==> config.mk <==
export PLATFORM = sky130hd
export DESIGN_NAME = seg_display_scheduler
export DESIGN_NICKNAME = d
export VERILOG_FILES = /design/src/rtl/seg_sched_pkg.sv /design/src/rtl/seg_tick_divider.sv /design/src/rtl/seg_display_scheduler.sv
export SDC_FILE = /design/constraint.sdc
export NUM_CORES = 1
export LEC_CHECK = 0
export ABC_AREA = 1
export ABC_CLOCK_PERIOD_IN_PS = 1600
export CELL_PAD_IN_SITES_DETAIL_PLACEMENT = 2
export CELL_PAD_IN_SITES_GLOBAL_PLACEMENT = 2
export CORE_MARGIN = 3
export CORE_UTILIZATION = 27
export DETAILED_ROUTE_END_ITERATION = 6
export GPL_TIMING_DRIVEN = 0
export PLACE_DENSITY = 0.73
export SLEW_MARGIN = 20
export SYNTH_ARGS = -nofsm -noshare
export SYNTH_HDL_FRONTEND = slang
export SYNTH_HIERARCHICAL = 1
export SYNTH_SLANG_ARGS = --single-unit
==> constraint.sdc <==
create_clock -name Clock -period 1.6 [get_ports Clock]
set_input_delay 0.24 -clock Clock [delete_from_list [all_inputs] [get_ports Clock]]
set_output_delay 0.24 -clock Clock [all_outputs]
set_load 0.01 [all_outputs]
==> src/rtl/seg_sched_pkg.sv <==
// Shared types and constants for the seven-segment display scheduler.
// Latency: n/a (declarations only).
// Backpressure: n/a.
package seg_sched_pkg;

   typedef enum logic [1:0] {
      S_CPU      = 2'd0,
      S_IRQ_ACK  = 2'd1,
      S_IRQ_HOLD = 2'd2
   } sched_state_t;

   localparam logic [5:0] ALL_DIGITS_ON  = 6'b111111;
   localparam logic [5:0] ALL_DIGITS_OFF = 6'b000000;

   // Width of a counter covering 0..n-1, never narrower than one bit.
   function automatic int cnt_width(input int n);
      return (n > 1) ? $clog2(n) : 1;
   endfunction

endpackage

==> src/rtl/seg_tick_divider.sv <==
// Free-running divider producing a one-cycle ScanTick every SCAN_DIV clocks.
// Latency: first ScanTick occupies the SCAN_DIV-th cycle after Reset deasserts.
// Backpressure: none; the tick is a free-running strobe.
module seg_tick_divider
   import seg_sched_pkg::*;
#(
   parameter int SCAN_DIV = 50000
)(
   input  logic Clock,
   input  logic Reset,
   output logic ScanTick
);

   localparam int CW = cnt_width(SCAN_DIV);
   localparam logic [CW-1:0] LAST_CNT = CW'(SCAN_DIV - 1);
   // The pulse is registered one count early so it lines up with LAST_CNT;
   // this is why SCAN_DIV must be at least 2.
   localparam logic [CW-1:0] PRE_CNT  = CW'(SCAN_DIV - 2);

   logic [CW-1:0] r_count;
   logic          r_tick;

   // Count 0..SCAN_DIV-1 and raise the tick while the count sits at its last value.
   always_ff @(posedge Clock) begin
      if (Reset) begin
         r_count <= '0;
         r_tick  <= 1'b0;
      end else begin
         if (r_count == LAST_CNT) begin
            r_count <= '0;
         end else begin
            r_count <= r_count + 1'b1;
         end
         r_tick <= (r_count == PRE_CNT);
      end
   end

   assign ScanTick = r_tick;

endmodule

==> src/rtl/seg_display_scheduler.sv <==
// Arbitrates the six-digit display between the CPU shadow and blinking interrupt messages.
// Latency: CpuWrite visible 1 cycle later; IrqAck 1 cycle after an eligible IrqReq, irq view 1 cycle after IrqAck.
// Backpressure: IrqReq is held until IrqAck; CpuWrite is never stalled and lands in the shadow in any state.
module seg_display_scheduler
   import seg_sched_pkg::*;
#(
   parameter int SCAN_DIV    = 50000,
   parameter int HOLD_TICKS  = 200,
   parameter int BLINK_TICKS = 100
)(
   input  logic        Clock,
   input  logic        Reset,
   input  logic        CpuWrite,
   input  logic [23:0] CpuData,
   input  logic [5:0]  CpuMask,
   input  logic        IrqReq,
   input  logic [23:0] IrqCode,
   output logic        IrqAck,
   output logic        ScanTick,
   output logic [23:0] Data,
   output logic [5:0]  DisplayEnables,
   output logic        Owner,
   output logic        Busy
);

   localparam int HW = cnt_width(HOLD_TICKS);
   localparam int BW = cnt_width(BLINK_TICKS);
   // Counters stop one short of the parameter: the tick that would reach it is the terminal one.
   localparam logic [HW-1:0] HOLD_LAST  = HW'(HOLD_TICKS - 1);
   localparam logic [BW-1:0] BLINK_LAST = BW'(BLINK_TICKS - 1);

   sched_state_t  r_state, w_state_nxt;
   logic [23:0]   r_sh_data, w_sh_data;
   logic [5:0]    r_sh_mask, w_sh_mask;
   logic [23:0]   r_irq, w_irq;
   logic [HW-1:0] r_hold, w_hold;
   logic [BW-1:0] r_blink, w_blink;
   logic          r_phase, w_phase;
   logic          r_elig, w_elig;

   logic [23:0]   r_data, w_data;
   logic [5:0]    r_en, w_en;
   logic          r_owner, w_owner;
   logic          r_busy, w_busy;
   logic          r_ack, w_ack;
   logic          w_tick;

   seg_tick_divider #(
      .SCAN_DIV (SCAN_DIV)
   ) u_tick_divider (
      .Clock    (Clock),
      .Reset    (Reset),
      .ScanTick (w_tick)
   );

   // Next-state, shadow/latch/counter updates and the next registered output view.
   always_comb begin
      w_state_nxt = r_state;
      w_sh_data   = CpuWrite ? CpuData : r_sh_data;
      w_sh_mask   = CpuWrite ? CpuMask : r_sh_mask;
      w_irq       = r_irq;
      w_hold      = r_hold;
      w_blink     = r_blink;
      w_phase     = r_phase;
      w_elig      = r_elig;

      case (r_state)
         S_CPU: begin
            // A tick seen while the CPU owns the display guarantees it was visible for a while.
            if (w_tick) begin
               w_elig = 1'b1;
            end
            if (IrqReq && r_elig) begin
               w_state_nxt = S_IRQ_ACK;
            end
         end
         S_IRQ_ACK: begin
            w_irq       = IrqCode;
            w_hold      = '0;
            w_blink     = '0;
            w_phase     = 1'b1;
            w_state_nxt = S_IRQ_HOLD;
         end
         S_IRQ_HOLD: begin
            if (w_tick) begin
               if (r_hold == HOLD_LAST) begin
                  w_state_nxt = S_CPU;
                  w_elig      = 1'b0;
               end else begin
                  w_hold = r_hold + 1'b1;
               end
               if (r_blink == BLINK_LAST) begin
                  w_blink = '0;
                  w_phase = ~r_phase;
               end else begin
                  w_blink = r_blink + 1'b1;
               end
            end
         end
         default: begin
            w_state_nxt = S_CPU;
         end
      endcase

      // Outputs are registered from the next-cycle view so the display flips with the state.
      w_ack   = (w_state_nxt == S_IRQ_ACK);
      w_data  = w_sh_data;
      w_en    = w_sh_mask;
      w_owner = 1'b0;
      w_busy  = 1'b0;
      if (w_state_nxt == S_IRQ_HOLD) begin
         w_data  = w_irq;
         w_en    = w_phase ? ALL_DIGITS_ON : ALL_DIGITS_OFF;
         w_owner = 1'b1;
         w_busy  = 1'b1;
      end
   end

   // State register plus shadow, latch, counters and output registers.
   always_ff @(posedge Clock) begin
      if (Reset) begin
         r_state   <= S_CPU;
         r_sh_data <= '0;
         r_sh_mask <= '0;
         r_irq     <= '0;
         r_hold    <= '0;
         r_blink   <= '0;
         r_phase   <= 1'b0;
         r_elig    <= 1'b1;
         r_data    <= '0;
         r_en      <= '0;
         r_owner   <= 1'b0;
         r_busy    <= 1'b0;
         r_ack     <= 1'b0;
      end else begin
         r_state   <= w_state_nxt;
         r_sh_data <= w_sh_data;
         r_sh_mask <= w_sh_mask;
         r_irq     <= w_irq;
         r_hold    <= w_hold;
         r_blink   <= w_blink;
         r_phase   <= w_phase;
         r_elig    <= w_elig;
         r_data    <= w_data;
         r_en      <= w_en;
         r_owner   <= w_owner;
         r_busy    <= w_busy;
         r_ack     <= w_ack;
      end
   end

   assign IrqAck         = r_ack;
   assign ScanTick       = w_tick;
   assign Data           = r_data;
   assign DisplayEnables = r_en;
   assign Owner          = r_owner;
   assign Busy           = r_busy;

endmodule

==> results.txt <==
status - complete, but fails checks
failing checks - negative setup slack
WHS - 0.430 ns
GR Util All Layers - 0.176
flops & latches, synth - 122
count of final setup violators - 37
Avg WL per Cell - 17.3 um
Worst Max-Slew Pin Slew - 0.555 ns
number of synthesized flops with an enable pin - 0
worst vdd ir - 0.000771 V
placed cell area - 6330 um^2
CTS clk-pin slew, worst paths - 0.06 ns
Seq pwr share - 0.371
RePlAce Congestion - 0.792
initial antenna violation count - 0
Via density - 4.60
Synth cell types - 35
FF/Latch Area - 2460 um^2
H-tree depth - 4
crit path launch - r_state[0]$_SDFF_PP0_
PwrDens - 1170 nW/um^2
CP Capture Type - flop
dominant cells by area after synthesis - dfxtp_1, nand2_1, nor2_1, inv_1, mux2i_1
first drt pass iteration count - 4
Nets - 885
post-DP HPWL - 12,200 um
min-delay src - CpuData[12]
row cnt - 49
Switch Pwr - 2430 uW
Sw Share - 0.271
RSZ-0062 raised after global routing - yes
area leader, netlist - dfxtp_1
Avg Cell Area, Syn - 7.54 um^2
CP cell instances - inv_4 -> ha_4 -> inv_6 -> nor3_4 -> nand2_4 -> a21oi_4 -> nand2_8 -> buf_8 -> nand2_1 -> nand2_1 -> inv_1
initial core utilization - 0.280
Commonest cells post-synth - nand2_1, dfxtp_1, nor2_1, inv_1, nand3_1
# IOs - 92
# fillers - 1,998
Die Ht - 144 um
largest net degree at the start of global routing - 17
Max clock buf depth - 2
vias in the first global route - 5,439
Multi-input gate area - 2570 um^2
Top FF cell, synth - dfxtp_1
Final Max Slew Viols - 0
Hold-fix buffers, CTS - 0
core area - 18,300 um^2
part of the cycle the worst path needs - 1.10
Seq/Total Area, Yosys - 0.476
reg2reg start - r_state[0]$_SDFF_PP0_
most frequent cell after synthesis - nand2_1
cell count after synthesis - 680
fin util - 0.420
Leak - 0.00342 uW
Setup WS post-layout - -0.168 ns
clock share of power - 0.456
Min-Delay Path Class - input port to flop
top cell type's share of synthesized area - 0.476
final instance area - 7700 um^2
relative slew slack - 0.630
fmax - 566 MHz
first-pass GRT wire length - 28,400 um
TritonCTS buffer count - 17
TritonCTS clock tree - done
n_diodes - 0
Arrival @ worst endpoint - 2.13 ns
area grow syn2layout - 50.2%
PortBufs - 91
Post-DRT Antenna Nets - 0
CP max stage cell - dfxtp_4
DRC - 0
DIE WIDTH - 144 um
Comb pwr share - 0.174
max_cap viols - 0
share of flip-flops with an asynchronous set or reset - 0
CTS root buf - clkbuf_16
die area - 20,700 um^2
final wirelength - 18,400 um
Worst-Skew Late Latency - 0.42 ns
total gr overflow - 0
layout cells sized above 1 - 0.226
crit-path max cell delay - 0.36 ns
critical path peak fanout - 6
Power, Total - 8980 uW
syn_nets - 746
clk sink count - 122
Syn Std Cell Area - 5130 um^2
CP Class - flop to flop
critical path required time - 1.96 ns
yosys warns - 6
worst-case clock skew - 0.00878 ns
Hold Fails Final Rpt - 0
vias - 4,882
final worst path period need - 1.77 ns
DRT iter0 DRCs - 148
Int Power - 6550 uW
most frequent CP cell - nand2_1
Startpoint Class - flop
## registers in the layout (all words and copies together) (netlist names)
name and cells:
Busy 1, Data 24, DisplayEnables 6, IrqAck 1, r_blink 7, r_elig 1
r_hold 8, r_irq 24, r_phase 1, r_sh_data 24, r_sh_mask 6, r_state 2
u_tick_divider/ScanTick 1, u_tick_divider/r_count 16
## power groups by stage
stage               Combinational (uW)  Clock [uW]  Sequential [uW]
global placement                  1150           0             3380
global route                      1700        4320             3350
floorplan                          583           0             3420
detailed placement                1180           0             3390
CTS                               1440        4180             3330
finish                            1560        4090             3330
## routing by layer
| layer | GRT usage | vias to the layer above | share of wire |
|---|---|---|---|
| met3 | 0.0366 | 16 | 0.027 |
| met2 | 0.320 | 69 | 0.54 |
| li1 | - | 2399 | - |
| met1 | 0.208 | 2398 | 0.42 |
| met4 | 0.0550 | 0 | 0.011 |
| met5 | 0 | - | 0 |
## kinds of logic after synthesis
group | after synthesis | synth area share
adders and majority gates | 8 | 0.0195
muxes | 24 | 0.0469
AOI/OAI and AO/OA | 44 | 0.0488
and+or+nand+nor | 363 | 0.302
buffers and inverters | 113 | 0.0959
DFF | 122 | 0.476
xor gates and xnor gates | 6 | 0.0103
## critical path, delay by kind of cell (launching register included)
| family | cells | cell delay [ns] |
|---|---|---|
| AO/OA/AOI/OAI | 1 | 0.22 |
| flip-flops | 1 | 0.36 |
| AND/OR/NAND/NOR | 5 | 0.58 |
| buffers and inverters | 4 | 0.35 |
| adder cells (fa/ha/maj) | 1 | 0.18 |
## path summary, 6_finish.rpt
kind                            cells past startpoint  slack, ns                              endpoint
worst max-delay path                               11      -0.17                   Data[10]$_SDFF_PP0_
worst min-delay path                                3       0.43              r_sh_data[12]$_SDFF_PP0_
worst max register to register                     11      -0.17                   Data[10]$_SDFF_PP0_
worst min register to register                      1       0.48  u_tick_divider/r_count[0]$_SDFF_PP0_
## stage by stage
| stage | cells | worst slack (ns) | setup TNS [ns] |
|---|---|---|---|
| 5_1_grt | 1061 | -0.231 | -6.32 |
| 4_1_cts | 1056 | -0.0654 | -0.906 |
| 3_3_place_gp | 1000 | -0.689 | -35.72 |
| 6_report | 1061 | -0.168 | -2.90 |
| 3_5_place_dp | 1000 | -0.676 | -38.94 |
| 2_1_floorplan | 680 | 0.0226 | 0 |
## area by class of cell
type,instances,share of cell area
Buffer,24,0.0278
Clock buffer,20,0.0593
Clock inverter,12,0.0213
Inverter,88,0.0455
Multi-Input combinational cell,445,0.334
Sequential cell,122,0.319
Tap cell,229,0.0372
Timing Repair Buffer,121,0.156
## placed cells by master, fill, tap and decap left out, drive strengths merged, types with 3 or more instances in the layout
| master | count |
|---|---|
| nand2 | 177 |
| dfxtp | 122 |
| nor2 | 111 |
| inv | 91 |
| clkdlybuf4s50 | 89 |
| nand3 | 46 |
| buf | 44 |
| clkbuf | 30 |
| mux2i | 24 |
| a21oi | 20 |
| o21ai | 18 |
| nor3 | 17 |
| ha | 8 |
| nand4 | 7 |
| clkinvlp | 4 |
| bufinv | 3 |
| xor2 | 3 |
| xnor2 | 3 |
## timing repair
item                       in CTS  in global routing
gates cloned                    1                  1
setup buffers                  23                  6
setup endpoints to repair      74                 55
resized for setup              66                 88
pin swaps                      17                 16
Power figures use the tool's default switching activity.
